$ cat src/rtl/sensor_acq_pkg.sv
// rtl/sensor_acq_pkg.sv - shared state encoding, default timing constants and counter widths
package sensor_acq_pkg;

  typedef enum logic [2:0] {
    ST_IDLE    = 3'd0,
    ST_RESET   = 3'd1,
    ST_INTEG   = 3'd2,
    ST_READOUT = 3'd3,
    ST_GAP     = 3'd4
  } acq_state_e;

  localparam int DEF_CLK_DIV   = 25;
  localparam int DEF_RST_TICKS = 16;
  localparam int DEF_PIXELS    = 512;
  localparam int DEF_GAP_TICKS = 8;

  localparam int COUNT_W  = 11;
  localparam int DCOUNT_W = 9;

endpackage

$ cat src/rtl/acq_prescaler.sv
// rtl/acq_prescaler.sv - sensor tick clock-enable generator, held at zero while disabled
module acq_prescaler
  import sensor_acq_pkg::*;
#(
  parameter int CLK_DIV = DEF_CLK_DIV
) (
  input  logic clk_100M,
  input  logic sys_rst,
  input  logic en,
  output logic tick,
  output logic tick_next
);

  localparam logic [7:0] LAST = 8'(CLK_DIV - 1);

  logic [7:0] cnt;
  logic [7:0] cnt_n;

  assign cnt_n     = !en ? 8'd0 : ((cnt == LAST) ? 8'd0 : cnt + 8'd1);
  assign tick      = (cnt == LAST);
  // tick_next lets the parent register outputs that must line up with the tick itself
  assign tick_next = (cnt_n == LAST);

  // divider counter: wraps at CLK_DIV-1, parked at zero when not enabled
  always_ff @(posedge clk_100M) begin
    if (sys_rst) begin
      cnt <= 8'd0;
    end else begin
      cnt <= cnt_n;
    end
  end

endmodule

$ cat src/rtl/sensor_acq_sched.sv
// rtl/sensor_acq_sched.sv - frame scheduler (reset/integrate/readout/gap); SENSOR_ACQ_OVERRUN_EN adds overrun detection
module sensor_acq_sched
  import sensor_acq_pkg::*;
#(
  parameter int CLK_DIV   = DEF_CLK_DIV,
  parameter int RST_TICKS = DEF_RST_TICKS,
  parameter int PIXELS    = DEF_PIXELS,
  parameter int GAP_TICKS = DEF_GAP_TICKS
) (
  input  logic        clk_100M,
  input  logic        sys_rst,
  input  logic        start,
  input  logic        stop,
  input  logic [15:0] frames,
  input  logic [10:0] int_ticks,
  input  logic        buf_ready,
  output logic        busy,
  output logic        sen_rst,
  output logic        acq_timing,
  output logic        pix_strobe,
  output logic [10:0] count,
  output logic [8:0]  data_count,
  output logic [31:0] cycle_count,
  output logic        done,
  output logic        overrun
);

  localparam logic [2:0] S_IDLE    = ST_IDLE;
  localparam logic [2:0] S_RESET   = ST_RESET;
  localparam logic [2:0] S_INTEG   = ST_INTEG;
  localparam logic [2:0] S_READOUT = ST_READOUT;
  localparam logic [2:0] S_GAP     = ST_GAP;

  localparam logic [COUNT_W-1:0] RST_LAST = COUNT_W'(RST_TICKS - 1);
  localparam logic [COUNT_W-1:0] PIX_LAST = COUNT_W'(PIXELS - 1);
  localparam logic [COUNT_W-1:0] GAP_LAST = COUNT_W'(GAP_TICKS - 1);

  logic [2:0]         state;
  logic [2:0]         state_n;
  logic [15:0]        frames_q;
  logic [COUNT_W-1:0] int_last_q;
  logic               stop_pending;
  logic               tick;
  logic               tick_next;
  logic               accept;
  logic [COUNT_W-1:0] phase_last;
  logic               phase_end;
  logic [31:0]        cycle_inc;
  logic               finish;

  assign accept = (state == S_IDLE) && start;

  acq_prescaler #(.CLK_DIV(CLK_DIV)) u_prescaler (
    .clk_100M  (clk_100M),
    .sys_rst   (sys_rst),
    .en        (state != S_IDLE),
    .tick      (tick),
    .tick_next (tick_next)
  );

  // phase terminal detection and next-state selection
  always_comb begin
    phase_last = RST_LAST;
    case (state)
      S_INTEG:   phase_last = int_last_q;
      S_READOUT: phase_last = PIX_LAST;
      S_GAP:     phase_last = GAP_LAST;
      default:   phase_last = RST_LAST;
    endcase
    phase_end = tick && (count == phase_last);
    cycle_inc = cycle_count + 32'd1;
    // a stop arriving on the final gap tick still ends this frame
    finish    = stop_pending || stop || ((frames_q != 16'd0) && (cycle_inc == {16'd0, frames_q}));
    state_n   = state;
    case (state)
      S_IDLE:    if (start)     state_n = S_RESET;
      S_RESET:   if (phase_end) state_n = S_INTEG;
      S_INTEG:   if (phase_end) state_n = S_READOUT;
      S_READOUT: if (phase_end) state_n = S_GAP;
      S_GAP:     if (phase_end) state_n = finish ? S_IDLE : S_RESET;
      default:   state_n = S_IDLE;
    endcase
  end

  // state, counters and registered phase outputs
  always_ff @(posedge clk_100M) begin
    if (sys_rst) begin
      state        <= S_IDLE;
      frames_q     <= 16'd0;
      int_last_q   <= '0;
      stop_pending <= 1'b0;
      busy         <= 1'b0;
      sen_rst      <= 1'b0;
      acq_timing   <= 1'b0;
      pix_strobe   <= 1'b0;
      count        <= '0;
      data_count   <= '0;
      cycle_count  <= 32'd0;
      done         <= 1'b0;
    end else begin
      state      <= state_n;
      busy       <= (state_n != S_IDLE);
      sen_rst    <= (state_n == S_RESET);
      acq_timing <= (state_n == S_READOUT);
      // strobe is registered one cycle early so it coincides with the readout tick
      pix_strobe <= (state_n == S_READOUT) && tick_next;
      done       <= (state == S_GAP) && (state_n == S_IDLE);

      if (state_n != state) begin
        count <= '0;
      end else if (tick) begin
        count <= count + 1'b1;
      end

      if ((state == S_INTEG) && (state_n == S_READOUT)) begin
        data_count <= '0;
      end else if ((state == S_READOUT) && tick && !phase_end) begin
        data_count <= count[DCOUNT_W-1:0] + 1'b1;
      end

      if (accept) begin
        cycle_count <= 32'd0;
      end else if ((state == S_GAP) && phase_end) begin
        cycle_count <= cycle_inc;
      end

      if (accept) begin
        frames_q     <= frames;
        int_last_q   <= (int_ticks == 11'd0) ? 11'd0 : int_ticks - 11'd1;
        stop_pending <= stop;
      end else if ((state != S_IDLE) && stop) begin
        stop_pending <= 1'b1;
      end
    end
  end

`ifdef SENSOR_ACQ_OVERRUN_EN
  // sticky overrun: a pixel was presented while the buffer could not take it
  always_ff @(posedge clk_100M) begin
    if (sys_rst) begin
      overrun <= 1'b0;
    end else if (accept) begin
      overrun <= 1'b0;
    end else if (pix_strobe && !buf_ready) begin
      overrun <= 1'b1;
    end
  end
`else
  logic unused_buf_ready;
  assign unused_buf_ready = buf_ready;
  assign overrun          = 1'b0;
`endif

endmodule

$ cat config.mk
export PLATFORM = sky130hd
export DESIGN_NAME = sensor_acq_sched
export DESIGN_NICKNAME = d
export VERILOG_FILES = /design/src/rtl/sensor_acq_pkg.sv /design/src/rtl/acq_prescaler.sv /design/src/rtl/sensor_acq_sched.sv
export SDC_FILE = /design/constraint.sdc
export NUM_CORES = 1
export LEC_CHECK = 0
export CORE_ASPECT_RATIO = 1.2
export CORE_MARGIN = 3
export CORE_UTILIZATION = 50
export CTS_CLUSTER_DIAMETER = 30
export DETAILED_ROUTE_END_ITERATION = 7
export GPL_TIMING_DRIVEN = 0
export PLACE_DENSITY = 0.76
export SLEW_MARGIN = 10
export SYNTH_ARGS = -nofsm -noshare
export SYNTH_HDL_FRONTEND = slang
export SYNTH_HIERARCHICAL = 1
export SYNTH_SLANG_ARGS = --single-unit
$ cat constraint.sdc
create_clock -name clk_100M -period 6.8 [get_ports clk_100M]
set_input_delay 0.68 -clock clk_100M [delete_from_list [all_inputs] [get_ports clk_100M]]
set_output_delay 0.68 -clock clk_100M [all_outputs]
set_load 0.05 [all_outputs]
==> results of run 1 <==
==> worst min-delay path, delay by kind of cell (launching register included) <==
family	cells	cell delay [ns]
flops	1	0.33
compound gates	1	0.06
simple gates	1	0.05
==> cell usage in the layout (no fill, tap or decap), drive strengths merged, types with 13 or more instances in the layout <==
| master | count |
|---|---|
| nor2 | 86 |
| xor2 | 35 |
| or3 | 14 |
| nand4 | 17 |
| nor3 | 30 |
| nand3 | 22 |
| and3 | 13 |
| o21ai | 30 |
| buf | 13 |
| a21oi | 30 |
| inv | 20 |
| dfxtp | 96 |
| xnor2 | 50 |
| clkbuf | 38 |
| clkdlybuf4s50 | 87 |
| nand2 | 85 |
| nor4 | 15 |
==> final cells by class <==
cell class / instances / share of cell area
Multi-Input combinational cell: 530 / 0.477
Sequential cell: 96 / 0.286
Timing Repair Buffer: 87 / 0.130
Clock buffer: 11 / 0.0362
Buffer: 40 / 0.0278
Tap cell: 126 / 0.0235
Inverter: 20 / 0.0112
Clock inverter: 5 / 0.00839
==> power by group through the flow <==
stage / clock [mW] / sequential [mW] / combinational (mW)
after detailed placement: 0 / 0.598 / 0.0957
after floorplan: 0 / 0.598 / 0.0566
final: 0.514 / 0.586 / 0.0962
after global routing: 0.544 / 0.587 / 0.107
after global placement: 0 / 0.598 / 0.0936
after CTS: 0.521 / 0.585 / 0.0964
==> through the flow <==
step | setup slack, ns | area, um2
floorplan | 3.78 | 5380
global placement | 3.43 | 6410
detailed placement | 3.34 | 6410
CTS | 3.59 | 6710
global route | 3.25 | 6710
finish | 3.52 | 6710
==> sequential cells by signal (all words and copies together) (netlist names) <==
register	cells
sen_rst	1
int_last_q	11
stop_pending	1
acq_timing	1
frames_q	16
done	1
pix_strobe	1
state	3
data_count	9
busy	1
count	11
cycle_count	32
u_prescaler/cnt	8
==> per-layer routing <==
layer	vias to the layer above	GRT usage	routed length, um
li1	2577	-	-
met1	2442	0.281	5830
met2	179	0.412	7080
met3	31	0.0384	815
met4	0	0.0944	392
met5	-	0	0
==> kinds of logic (layout without fill, tap and decap cells) <==
logic type | Yosys count | count (layout) | synth area share
AO/OA/AOI/OAI | 102 | 102 | 0.119
flip-flops | 96 | 96 | 0.357
adder cells (fa/ha/maj) | 5 | 5 | 0.0116
XOR/XNOR | 85 | 85 | 0.138
multiplexers | 3 | 3 | 0.00558
AND/OR/NAND/NOR | 334 | 334 | 0.319
buffers and inverters | 60 | 163 | 0.0486
other | 1 | 1 | 0.000697
==> how the worst max path moves through the flow <==
stage	start	endpoint	slack, ns	cells past startpoint
floorplan	cycle_count[0]	sen_rst	3.78	12
global placement	int_ticks[0]	int_last_q[4]	3.43	9
detailed placement	int_ticks[0]	int_last_q[4]	3.34	9
CTS	cycle_count[0]	sen_rst	3.59	12
global route	cycle_count[14]	sen_rst	3.25	10
finish	cycle_count[9]	sen_rst	3.52	9
==> results.md, run 1 <==
Clocking:
- The longest clock path from root to sink contains 2 buffers.
- Counting the buffers created by CTS gives 9.
- The CTS tree is built.
- The number of buffers added to fix hold violations after cts is 0.
- The root cell of the clock tree is clkbuf_16.
- The H-tree depth is 3.
- The tree built by TritonCTS fans out to 96 sinks.
- At the later pin of the worst-skew pair, clock insertion delay measures 0.35 ns.
- After clock tree synthesis, the clock-pin slew on the worst setup and hold paths is 0.07 ns.
- The number of post-CTS setup repair buffers is 0.
- The number of gates resized after CTS is 0.

Timing:
- Hold is met by 0.463 ns.
- The total count of hold-check failures in the final report is 0.
- The final clock period utilization by the worst path is 0.482.
- Across the routed clock network, the largest skew measured is 0.00676 ns.
- Based on the critical path, the design can be clocked at up to 305 MHz.
- For the pin with the worst max-slew slack, the measured transition is 0.841 ns.
- Headroom to the max-slew limit came out at 0.434.
- The max-slew violation total from the final report is 0.
- Setup total negative slack on the finished layout was measured at 0 ns.
- The worst path in the final design needs a cycle of 3.28 ns, including I/O delays and setup.
- Setup repair after global routing left no endpoint under its margin.
- Setup violations remaining at the end of the flow were counted as 0.

Setup path:
- The kind of end point of the critical path is a flop.
- Setup slack on the worst reg-to-reg path comes out at 3.52 ns.
- The arrival time at the worst endpoint is 3.52 ns.
- The kind of critical path is reg2reg.
- The slowest stage of the critical path belongs to the cell nor4_1.
- The data required time of the worst path is 7.04 ns.
- The cell depth of the worst flop-to-flop path is 9.
- The startpoint type of the worst setup path is a flop.
- The kind of cell adding the most delay to the critical path is simple AND/OR/NAND/NOR gates.
- Traced cell by cell, the critical path runs through nand4_1, nor4_1, nand3_1, nor4b_1, a2bb2oi_1, and4_1, o21ai_2, and2b_1, and3_1.
- The worst reg2reg path startpoint is cycle_count[9].
- The end of the worst register-to-register path is sen_rst.
- The critical path buffer and inverter count is 0.
- The delay contributed by the slowest stage of the critical path is 0.72 ns.
- In this run the worst path has a maximum fanout of 7.

Power and ir drop:
- Power comes to 1.20 mW.
- The internal portion of the total power is 0.914 mW.
- The combinational share of power is 0.080.
- Across the VDD grid, the largest voltage drop is 0.115 mV.
- The sequential group share of total power is 0.490.
- Of the total power, the share spent switching nets is 0.236.
- The leakage power is 2.26 nW.
- The share of total power dissipated in the clock network is 0.430.
- The total power divided by cell area is 178 nW/um2.
- The switching power of the nets is 0.282 mW.

Synth:
- The cell area after technology mapping is 5380 um2.
- Yosys mapped a number of flops with a built-in enable equal to 0.
- The cell count after synthesis came out at 686.
- The share of synthesized area in the top cell type comes to 0.357.
- The post-synthesis area per instance is 7.84 um2.
- The most frequent cell after synthesis is dfxtp_1.
- For this run, the leading register cell type out of synthesis is dfxtp_1.
- The commonest cells after synthesis are dfxtp_1, nor2_1, nand2_1.
- The number of nets in the synthesized netlist is 723.
- The number of synthesis warnings is 6.
- Summed over all instances, the cell type with the most area after synthesis is dfxtp_1.
- The fraction of registers with async set or reset after synthesis is 0.
- The register area share after synthesis is 0.357.
- The synthesized netlist contains 69 unique library cells.
- Synthesis inferred 96 register bits.
- Ranked by total cell area, the synthesized netlist is headed by dfxtp_1, xnor2_1, nor2_1.

GRT:
- The initial antenna violation count is 0.
- The via count of the first global-routing pass came to 5,043.
- The global-route wire length before repair is 23,200 um.
- Entering global routing, the biggest net connects 16 pins.
- In the global route stage, overall resource usage came out at 0.235.
- The global route total overflow is 0.

Floorplanning:
- The I/O pin total is 90.
- The vertical die dimension is 120 um.
- The floorplan row count is 40.
- The initial utilization of the core area, before any placement, comes to 0.525.
- The die width is 101 um.
- The full die area is 12,000 um2.
- After floorplanning, the core was sized to cover 10,300 um2.

Cells and area:
- The final non-filler cell total is 915.
- In the final design database the tool counted 821 nets.
- The final standard cell utilization of the core is 0.654.
- The total of fill cells in the finished design is 865.
- The number of antenna diodes in the final layout is 0.
- The area growth from synthesis to layout is 24.7%.
- The combined area of the multi-input logic cells is 3200 um2.
- Of the cells placed in the final design, the portion with a size suffix greater than 1 is 0.0570.
- The sequential cell area is 1920 um2.

Min path:
- The path with the worst hold slack has its endpoint at int_last_q[2].
- The kind of path behind the tightest hold check is reg2reg.
- The start point of the worst min-delay path is int_last_q[2].
- Counting instances, the worst hold path has a depth of 2.

Placed design:
- The final RePlAce weighted congestion is 0.934.
- Once placement completed, the tool counted placed cells totaling 899.
- After legalization and detailed placement, the total HPWL measured 10,600 um.
- During placement, the flow inserted port buffers numbering 87.

Flow run:
- The tool flagged a number of max-cap violations equal to 0.

Route:
- The detail route stage leaves a number of antenna-violating nets equal to 0.
- For this block, the initial DRC count from the detailed router was 252.
- After detailed routing, the number of remaining DRC violations is 0.
- The number of vias in the routed layout is 5,229.
- For this block, the routed nets add up to 14,100 um of wire.
- The first detailed-routing pass took 5 iterations.
- Dividing the detail-routed via count by the number of cells gives 5.71.
- In the final routed layout, each cell accounts on average for 15.4 um.

Status:
- The run finished with clean final reports.
(Power assumes the default switching activity.)
==> run 2, diff against run 1 <==
Clock period 6.8 ns to 3.2 ns, I/O delays scaled along.
==> results.md, run 2 (synthesis results as in run 1) <==
Status:
- The flow ran to the end, and the final reports show no timing, DRC or antenna violations.

Setup path:
- The setup check on the worst reg-to-reg path leaves a slack of 0.11 ns.
- The kind of cell adding the most delay to the critical path is simple AND/OR/NAND/NOR gates.
- STA puts the critical path data arrival time at 3.33 ns.
- The cell depth of the worst flop-to-flop path is 10.
- The maximum fanout along the worst path is 7.
- Walking the worst path, the cells encountered are nand4_1, buf_4, nor4_4, nand3_1, nor4b_1, a2bb2oi_1, and4_1, o21ai_2, and2b_1, and3_1.
- The path length in cells of the critical path is 10.
- STA classifies the critical path endpoint as a flop.
- STA classifies the critical path startpoint as a flop.
- The worst reg2reg path startpoint is cycle_count[9].
- The data required time of the worst path is 3.44 ns.
- The critical path is of the reg2reg type.
- The number of buffers and inverters on the critical path is 1.
- In this design, the stage delay of the slowest critical-path cell is 0.49 ns.
- Among all stages on the critical path, the largest delay is contributed by dfxtp_1.
- The end of the worst register-to-register path is sen_rst.

GRT:
- The initial antenna violation count is 0.
- The via count of the first global-routing pass is 5,045.
- For this run, the total global-route usage over all layers was measured as 0.235.
- After global routing the overflow that remains totals 0.
- The first global-routing pass estimated 23,200 um of wire.
- Entering global routing, the biggest net connects 16 pins.

Floorplanning:
- The starting utilization of the core area is 0.525.
- In this run the vertical extent of the chip is 120 um.
- The floorplan row count is 40.
- In this run the count of I/O pins placed on the die edge is 90.
- The full die area is 12,000 um2.
- The die width is 101 um.
- After floorplanning, the core was sized to cover 10,300 um2.

Cells and area:
- The register with the most flip-flops in the layout has 32 of them.
- Ranked by flip-flop count, first place goes to cycle_count.
- In the final design database the tool counted 827 nets.
- Compared with the post-synthesis result, the final layout area differs by 26.5%.
- Once layout is complete, the utilization of the core stands at 0.664.
- 0 antenna diodes ended up in the layout.
- The final non-filler cell total is 921.
- In the final layout, the share of cells above drive strength 1 is 0.0767.
- After routing the design area is 6810 um2.
- The most common cell after layout, fill and taps aside is dfxtp_1.
- The largest registers in the layout are cycle_count: 32 flops, frames_q: 16 flops.
- The library cells used most frequently in the layout, excluding fill and tap cells, are dfxtp_1, clkdlybuf4s50_1, nor2_1.

Power and ir drop:
- The worst ir drop on vdd is 0.243 mV.
- In this run the power spent charging and discharging nets is 0.604 mW.
- The total power divided by cell area is 374 nW/um2.
- The clock network power share is 0.431.
- The switching power as a share of total power is 0.237.
- The share of total power dissipated in sequential elements is 0.489.
- The internal power summed over all cells is 1.94 mW.
- In this run the static leakage power is 2.32 nW.
- The combinational share of power is 0.080.

Min path:
- The worst hold path begins at int_last_q[2].
- For hold timing, the worst endpoint is int_last_q[2].
- The tightest min-delay check is of the reg2reg type.
- Counting instances, the worst hold path has a depth of 2.

Timing:
- The setup skew after layout is 0.00764 ns.
- The final clock period utilization by the worst path is 0.965.
- The worst path needs 3.09 ns of the cycle, external delays included.
- The total count of hold-check failures in the final report was 0.
- The highest attainable clock frequency is 324 MHz.
- For the pin with the worst max-slew slack, the measured transition is 0.625 ns.
- In this run the tightest slew margin relative to its limit is 0.581.
- The max-slew violation total from the final report was 0.
- Setup violations remaining at the end of the flow were counted as 0.

Clocking:
- The clock drives 96 sinks.
- Counting along the longest clock path gives a buffer depth of 2.
- The number of buffers inserted during clock tree synthesis is 9.
- The clock edge transition at the registers on the reported setup and hold paths is 0.07 ns.
- The cell sitting at the root of the clock tree is a clkbuf_16.
- The clock insertion delay at the later pin of the skew report is 0.35 ns.
- TritonCTS built the clock tree.
- CTS built an H-tree with a depth of 3.
- After clock tree synthesis, the flow added hold-fix buffers numbering 0.

Route:
- For this block, wires on met1 add up to 5840 um.
- The number of vias in the routed layout is 5,281.
- The iteration count of the initial detailed-routing pass is 6.
- After detailed routing, the met3 layer carries 934 um of wire.
- The mean routed wirelength per cell is 15.7 um.
- After detailed routing, the met2 layer carries 7270 um of wire.
- The final layout contains routed wiring with a total length of 14,400 um.
- The top metal layer carrying routed signals is met4.
- Dividing the detail-routed via count by the number of cells gives 5.73.
- The count of nets left with antenna violations once routing finished came out at 0.
- After the first detailed-routing iteration, the DRC count stood at 271.
- The final routed DRC violation total is 0.

Placed design:
- The cell area after placement is 6410 um2.
- The number of instances in the placed design is 899.
- At the end of routability-driven placement, the weighted congestion stood at 0.934.
- The wire-length estimate of the detail-placed layout is 10,600 um.
- Input and output buffers added on the ports amount to 87.

Flow run:
- The total of max-cap violations is 0.
==> run 2: cell types whose count changed in the layout (fill, tap and decap cells not counted), sizes merged <==
cell    change
buf         +7
clkbuf      -1
==> run 2: layout make-up <==
| type | instances | area (um2) |
|---|---|---|
| Fill cell | 865 | 3450 |
| Multi-Input combinational cell | 530 | 3250 |
| Sequential cell | 96 | 1920 |
| Timing Repair Buffer | 94 | 923 |
| Clock buffer | 11 | 243 |
| Buffer | 39 | 184 |
| Tap cell | 126 | 158 |
| Inverter | 20 | 75.1 |
| Clock inverter | 5 | 56.3 |
==> run 2: per-layer routing <==
metal / GRT usage / vias up
li1: - / 2584
met1: 0.281 / 2459
met2: 0.413 / 205
met3: 0.0384 / 33
met4: 0.0944 / 0
met5: 0 / -
==> run 2: worst max path at each step <==
stage / start / end / slack (ns)
after floorplan: cycle_count[0] / sen_rst / 0.18
after CTS: cycle_count[13] / sen_rst / 0.06
final: cycle_count[9] / sen_rst / 0.11
after global placement: cycle_count[7] / sen_rst / 0.03
after detailed placement: cycle_count[0] / sen_rst / 0.002
after global routing: cycle_count[9] / sen_rst / -0.05
==> run 2: tightest hold or removal path, stage by stage, from the launching register on <==
cell     delay, ns
dfxtp_1       0.33
nand2_1       0.05
o21ai_0       0.06
==> run 2: stage by stage <==
stage	setup TNS (ns)	hold slack [ns]	worst slack (ns)	power, mW
floorplan	0	0.414	0.182	1.39
global placement	0	0.441	0.0347	1.47
detailed placement	0	0.449	0.00152	1.47
CTS	0	0.466	0.0561	2.56
global route	-0.0785	0.477	-0.0473	2.63
finish	0	0.462	0.112	2.55
==> run 2: what timing repair did <==
action,in CTS,in global routing
gates cloned,0,0
endpoints found under the setup margin,1,21
gates resized for setup,1,11
setup buffers,0,7
pin swaps,0,2
endpoints found under the hold margin,0,0
==> run 2: power groups by stage <==
| stage | clock network [mW] | registers (mW) | logic (mW) |
|---|---|---|---|
| floorplan | 0 | 1.27 | 0.120 |
| detailed placement | 0 | 1.27 | 0.203 |
| global route | 1.16 | 1.25 | 0.228 |
| finish | 1.10 | 1.24 | 0.205 |
| CTS | 1.11 | 1.24 | 0.205 |
| global placement | 0 | 1.27 | 0.199 |
